`config.mk`:
```
export PLATFORM = sky130hd
export DESIGN_NAME = mem_access_ctrl
export DESIGN_NICKNAME = d
export VERILOG_FILES = /design/src/rtl/mem_access_ctrl_pkg.sv /design/src/rtl/mem_timeout_cnt.sv /design/src/rtl/mem_access_ctrl.sv
export SDC_FILE = /design/constraint.sdc
export NUM_CORES = 1
export LEC_CHECK = 0
export BUFFER_PORTS_ARGS = -buffer_cell sky130_fd_sc_hd__buf_2
export CAP_MARGIN = 0
export CORE_MARGIN = 2
export CORE_UTILIZATION = 47
export CTS_CLUSTER_DIAMETER = 50
export CTS_CLUSTER_SIZE = 12
export DETAILED_ROUTE_END_ITERATION = 10
export PLACE_DENSITY = 0.9
export RECOVER_POWER = 100
export SLEW_MARGIN = 30
export SYNTH_ARGS = -nofsm -noshare
export SYNTH_HDL_FRONTEND = slang
export SYNTH_SLANG_ARGS = --single-unit
```
`constraint.sdc`:
```
create_clock -name clk -period 3.8 [get_ports clk]
set_input_delay 0.19 -clock clk [delete_from_list [all_inputs] [get_ports clk]]
set_output_delay 0.19 -clock clk [all_outputs]
set_load 0.01 [all_outputs]
```
`src/rtl/mem_access_ctrl_pkg.sv`:
```
// Shared definitions for the MEM-stage bus access controller:
// FSM state encoding, error codes and counter sizing.
package mem_access_ctrl_pkg;

   typedef enum logic [1:0] {
      IDLE = 2'b00,
      REQ  = 2'b01,
      DONE = 2'b10
   } state_t;

   localparam logic [1:0] ERR_NONE     = 2'b00;
   localparam logic [1:0] ERR_TIMEOUT  = 2'b01;
   localparam logic [1:0] ERR_MISALIGN = 2'b10;

   localparam int TIMEOUT_DEFAULT = 15;
   localparam int CNT_W           = 8;

endpackage

```
`src/rtl/mem_timeout_cnt.sv`:
```
// Wait counter for an outstanding bus access. Counts enabled cycles,
// saturates at the limit, and flags the cycle in which the count reaches it.
module mem_timeout_cnt
   import mem_access_ctrl_pkg::*;
(
   input  logic             clk,
   input  logic             rst,
   input  logic             clear,
   input  logic             enable,
   input  logic [CNT_W-1:0] limit,
   output logic             expired
);

   logic [CNT_W-1:0] count;

   // Count waiting cycles; clear wins, and the count never wraps past the limit.
   always_ff @(posedge clk or posedge rst) begin
      if (rst) begin
         count <= '0;
      end else if (clear) begin
         count <= '0;
      end else if (enable && (count != limit)) begin
         count <= count + 1'b1;
      end
   end

   // Expired in the enabled cycle whose increment would bring the count to the limit.
   assign expired = enable && (({1'b0, count} + 9'd1) == {1'b0, limit});

endmodule

```
`src/rtl/mem_access_ctrl.sv`:
```
// MEM-stage access controller: turns EX/MEM load/store requests into a
// registered bus transaction, stalls the pipeline while it is outstanding,
// and reports misalignment and timeout errors.
module mem_access_ctrl
   import mem_access_ctrl_pkg::*;
#(
   parameter int TIMEOUT_CYCLES = TIMEOUT_DEFAULT
) (
   input  logic        clk,
   input  logic        rst,
   input  logic        EX_MEM_MemRd,
   input  logic        EX_MEM_MemWr,
   input  logic [31:0] EX_MEM_ALUOut,
   input  logic [31:0] EX_MEM_Rt,
   input  logic        bus_ack,
   input  logic [31:0] bus_rdata,
   output logic        bus_req,
   output logic        bus_we,
   output logic [31:0] bus_addr,
   output logic [31:0] bus_wdata,
   output logic        mem_stall,
   output logic [31:0] MEM_RdData,
   output logic        mem_err,
   output logic [1:0]  mem_err_code
);

   localparam logic [CNT_W-1:0] LIMIT = CNT_W'(TIMEOUT_CYCLES);

   state_t state, state_nxt;
   logic   access, aligned;
   logic   issue, misalign, complete, timeout;
   logic   expired;

   assign access  = EX_MEM_MemRd | EX_MEM_MemWr;
   assign aligned = (EX_MEM_ALUOut[1:0] == 2'b00);

   mem_timeout_cnt u_timeout_cnt (
      .clk     (clk),
      .rst     (rst),
      .clear   (state != REQ),
      .enable  ((state == REQ) && !bus_ack),
      .limit   (LIMIT),
      .expired (expired)
   );

   // State register.
   always_ff @(posedge clk or posedge rst) begin
      if (rst) begin
         state <= IDLE;
      end else begin
         state <= state_nxt;
      end
   end

   // Next state, stall and the one-cycle events that steer the datapath registers.
   always_comb begin
      state_nxt = state;
      issue     = 1'b0;
      misalign  = 1'b0;
      complete  = 1'b0;
      timeout   = 1'b0;
      mem_stall = 1'b0;
      case (state)
         IDLE: begin
            if (access) begin
               mem_stall = 1'b1;
               if (aligned) begin
                  issue     = 1'b1;
                  state_nxt = REQ;
               end else begin
                  misalign  = 1'b1;
                  state_nxt = DONE;
               end
            end
         end
         REQ: begin
            mem_stall = 1'b1;
            // An ack in the expiry cycle still completes the access normally.
            if (bus_ack) begin
               complete  = 1'b1;
               state_nxt = DONE;
            end else if (expired) begin
               timeout   = 1'b1;
               state_nxt = DONE;
            end
         end
         DONE:    state_nxt = IDLE;
         default: state_nxt = IDLE;
      endcase
   end

   // Bus request/data registers, load result and error reporting.
   always_ff @(posedge clk or posedge rst) begin
      if (rst) begin
         bus_req      <= 1'b0;
         bus_we       <= 1'b0;
         bus_addr     <= '0;
         bus_wdata    <= '0;
         MEM_RdData   <= '0;
         mem_err      <= 1'b0;
         mem_err_code <= ERR_NONE;
      end else begin
         mem_err <= 1'b0;
         if (issue) begin
            bus_req   <= 1'b1;
            bus_we    <= EX_MEM_MemWr;   // load+store together behaves as a store
            bus_addr  <= {EX_MEM_ALUOut[31:2], 2'b00};
            bus_wdata <= EX_MEM_Rt;
         end
         if (complete) begin
            bus_req <= 1'b0;
            if (!bus_we) begin
               MEM_RdData <= bus_rdata;
            end
         end
         if (timeout) begin
            bus_req      <= 1'b0;
            MEM_RdData   <= '0;
            mem_err      <= 1'b1;
            mem_err_code <= ERR_TIMEOUT;
         end
         if (misalign) begin
            MEM_RdData   <= '0;
            mem_err      <= 1'b1;
            mem_err_code <= ERR_MISALIGN;
         end
      end
   end

endmodule

```
==> summary.txt <==
Synthesis
  • Post-synthesis register bit count: 109
  • Syn Inst Count: 324
  • Syn avg cell area: 14.0 um2
  • Register area share after synthesis: 0.601
  • Ys Warns: 0
  • Synthesized area: 4540 um2
  • Distinct cells, synth: 41

Global route
  • GRT Overall Usage: 0.193
  • Largest net degree at the start of global routing: 66
  • Vias in the first global route: 3,346
  • First-pass GRT wire length: 15.7 mm
  • Gr ovfl total: 0
  • Initial antenna violation count: 0

Route
  • Vias/cell: 4.94
  • Antenna Nets Post-Route: 0
  • Vias: 3,248
  • Post-Route WL: 10.1 mm
  • Drt first pass iters: 4
  • Remaining DRCs: 0
  • Starting DRC count in detailed routing: 70
  • Wirelength per Cell: 15.4 um

Clock network
  • H-tree Lvls: 3
  • Clock Pin Slew Worst Setup and Hold Paths: 0.10 ns
  • Clock tree sinks: 109
  • Num CTS Buffers: 9
  • Clock Tree Buf Depth: 2
  • Root buffer cell: clkbuf_8
  • Worst-Skew Late Latency: 0.36 ns
  • Post-CTS Setup Bufs: 0
  • CTS resizes: 0
  • CTS tree: yes
  • # hold bufs at CTS: 1

Critical path
  • Crit-path cells: nor4_1 -> nand2_2 -> a211oi_1 -> clkbuf_2 -> nor3_1
  • Slowest-stage cell, CP: clkbuf_2
  • WP buf/inv: 1
  • Worst Path Max Fanout: 31
  • CP Class: reg -> reg
  • Critical Path Sink Type: flip-flop
  • Cells on worst reg2reg path: 5
  • Worst path depth: 5
  • Slowest stage delay, CP: 0.62 ns
  • Critical Path RT: 4.00 ns
  • CP delay by family, top: simple AND/OR/NAND/NOR gates
  • Critical path arrival: 2.78 ns
  • Startpoint types: flip-flop

Die
  • Ports: 203
  • CORE AREA: 9280 um2
  • Die Height: 102 um
  • Site Rows: 35
  • Total die area: 10,500 um2
  • Die Width: 102 um
  • Initial Utilization: 0.489

Timing
  • Final worst path period need: 2.58 ns
  • Fin. Hold Viols: 0
  • Setup TNS Final: 0 ns
  • Slew Limit Fails: 120
  • Max Freq: 0.387 GHz
  • Post-Route Skew: 0.0142 ns
  • Worst slew pin tran: 2.26 ns
  • RSZ-0062 raised after global routing: no
  • Final setup fails: 0
  • Tcrit/Tclk final: 0.680
  • Relative slew slack: -0.513

Final layout
  • Number of antenna diodes: 0
  • Layout cells sized above 1: 0.364
  • NumNets Final: 626
  • Area grow syn2layout: 25.3%
  • Fill cells: 827
  • Final core utilization: 0.613
  • Final non-filler cell total: 657

Power and ir drop
  • Total power: 3.49 mW
  • Power Density: 614 nW/um2
  • Worst IR drop on VDD: 0.342 mV
  • Leak: 2.54 nW

Placement
  • HPWL Detailed: 7.61 mm
  • Placed insts: 640
  • Routability cong.: 0.777
  • Port Buffers: 200

Run
  • MaxCap Viol Count: 2

Hold path
  • Hold path cells: 2
  • Hold/Removal Path Class: in -> reg

Outcome
  • Failing checks: capacitance limit, slew limit
  • Status: finished with violations
==> stage by stage <==
stage | hold slack (ns) | instance area, um2 | setup WS, ns
3_3_place_gp | 0.324 | 5620 | 1.81
4_1_cts | 0.0350 | 5880 | 1.78
2_1_floorplan | 0.340 | 4540 | 0.736
6_report | 0.0549 | 5690 | 1.22
3_5_place_dp | 0.334 | 5640 | 1.79
5_1_grt | 0.0337 | 5690 | 0.845
==> per-layer routing <==
metal	vias to the layer above	part of all wire	track usage
li1	1550	-	-
met1	1557	0.40	0.234
met2	131	0.50	0.331
met3	10	0.086	0.0650
met4	0	0.011	0.0554
met5	-	0	0
==> synth_stat cells (all sizes together) <==
master   count  area share
a211oi       1      0.0044
a21boi       1      0.0017
a21o         2      0.0033
a21oi        4      0.0044
a22o         2      0.0039
a22oi        1      0.0017
a41o         1      0.0025
and2b        1      0.0017
and3b        2      0.0039
buf         17       0.028
clkbuf       3      0.0025
conb         1     0.00083
dfrtp      109        0.60
ha           2      0.0055
inv          4      0.0033
mux2        63        0.16
mux2i       32       0.071
nand2        3      0.0030
nand3        5      0.0055
nand3b       2      0.0033
nand4        1      0.0014
nand4b       1      0.0019
nor2        12       0.010
nor2b        2      0.0028
nor3        33       0.044
nor4         1      0.0047
nor4b        1      0.0019
o21ai        8      0.0096
o2bb2ai      2      0.0039
or2          1      0.0014
or2b         1      0.0017
or3          2      0.0028
or3b         1      0.0025
xnor2        1      0.0019
xor2         1      0.0019
==> placed cells by master, fill, tap and decap left out, types with 2 or more instances in the layout <==
| cell | count |
|---|---|
| a21oi_1 | 4 |
| a22o_1 | 2 |
| mux2i_1 | 32 |
| nor2b_1 | 2 |
| nand3_1 | 4 |
| nor2_1 | 11 |
| o21ai_0 | 7 |
| and3b_1 | 2 |
| o2bb2ai_1 | 2 |
| clkbuf_8 | 10 |
| nand2_1 | 2 |
| nand3b_1 | 2 |
| or3_1 | 2 |
| mux2_2 | 63 |
| ha_1 | 2 |
| buf_4 | 2 |
| clkinvlp_4 | 2 |
| clkbuf_1 | 101 |
| a21o_1 | 2 |
| nor3_1 | 32 |
| buf_2 | 100 |
| clkbuf_2 | 3 |
| inv_1 | 3 |
| conb_1 | 2 |
| bufinv_16 | 2 |
| dfrtp_1 | 109 |
==> cell type report <==
class | count | area, um2 | share of cell area
Multi-Input combinational cell | 192 | 1610 | 0.284
Clock buffer | 11 | 141 | 0.0249
Tap cell | 129 | 161 | 0.0284
Sequential cell | 109 | 2730 | 0.480
Inverter | 4 | 16.3 | 0.00286
Timing Repair Buffer | 207 | 943 | 0.166
Clock inverter | 5 | 83.8 | 0.0147
==> final timing paths <==
| path | from | end | slack, ns |
|---|---|---|---|
| worst max register to register | u_timeout_cnt.count[4]$_DFFE_PP0P_ | MEM_RdData[25]$_DFFE_PP0P_ | 1.22 |
| max in group asynchronous | rst | MEM_RdData[1]$_DFFE_PP0P_ | 1.32 |
| min in group asynchronous | rst | bus_addr[22]$_DFFE_PP0P_ | 0.99 |
| worst min register to register | mem_err_code[0]$_DFFE_PP0P_ | mem_err_code[0]$_DFFE_PP0P_ | 0.49 |
| worst min-delay path | EX_MEM_ALUOut[16] | bus_addr[16]$_DFFE_PP0P_ | 0.05 |
| worst max-delay path | u_timeout_cnt.count[4]$_DFFE_PP0P_ | MEM_RdData[25]$_DFFE_PP0P_ | 1.22 |
==> sequential cells by signal (all words and copies together), names as in the netlist, 2 cells and up <==
signal	count
state	2
bus_addr	30
MEM_RdData	32
mem_err_code	2
bus_wdata	32
u_timeout_cnt.count	8
==> report_power, final <==
part           leakage, nW  internal (mW)  switching [mW]
clock                0.106          0.391           0.378
combinational         1.06          0.477           0.544
sequential            1.37           1.51           0.195
==> logic make-up after synthesis <==
| logic type | after synthesis | synth area share |
|---|---|---|
| adders and majority gates | 2 | 0.00551 |
| other | 1 | 0.000826 |
| xor gates and xnor gates | 2 | 0.00386 |
| DFF | 109 | 0.601 |
| muxes | 95 | 0.227 |
| and+or+nand+nor | 69 | 0.0929 |
| AOI/OAI and AO/OA | 22 | 0.0353 |
| buffers and inverters | 24 | 0.0336 |
Note: power is estimated with default switching activity, not from simulation.
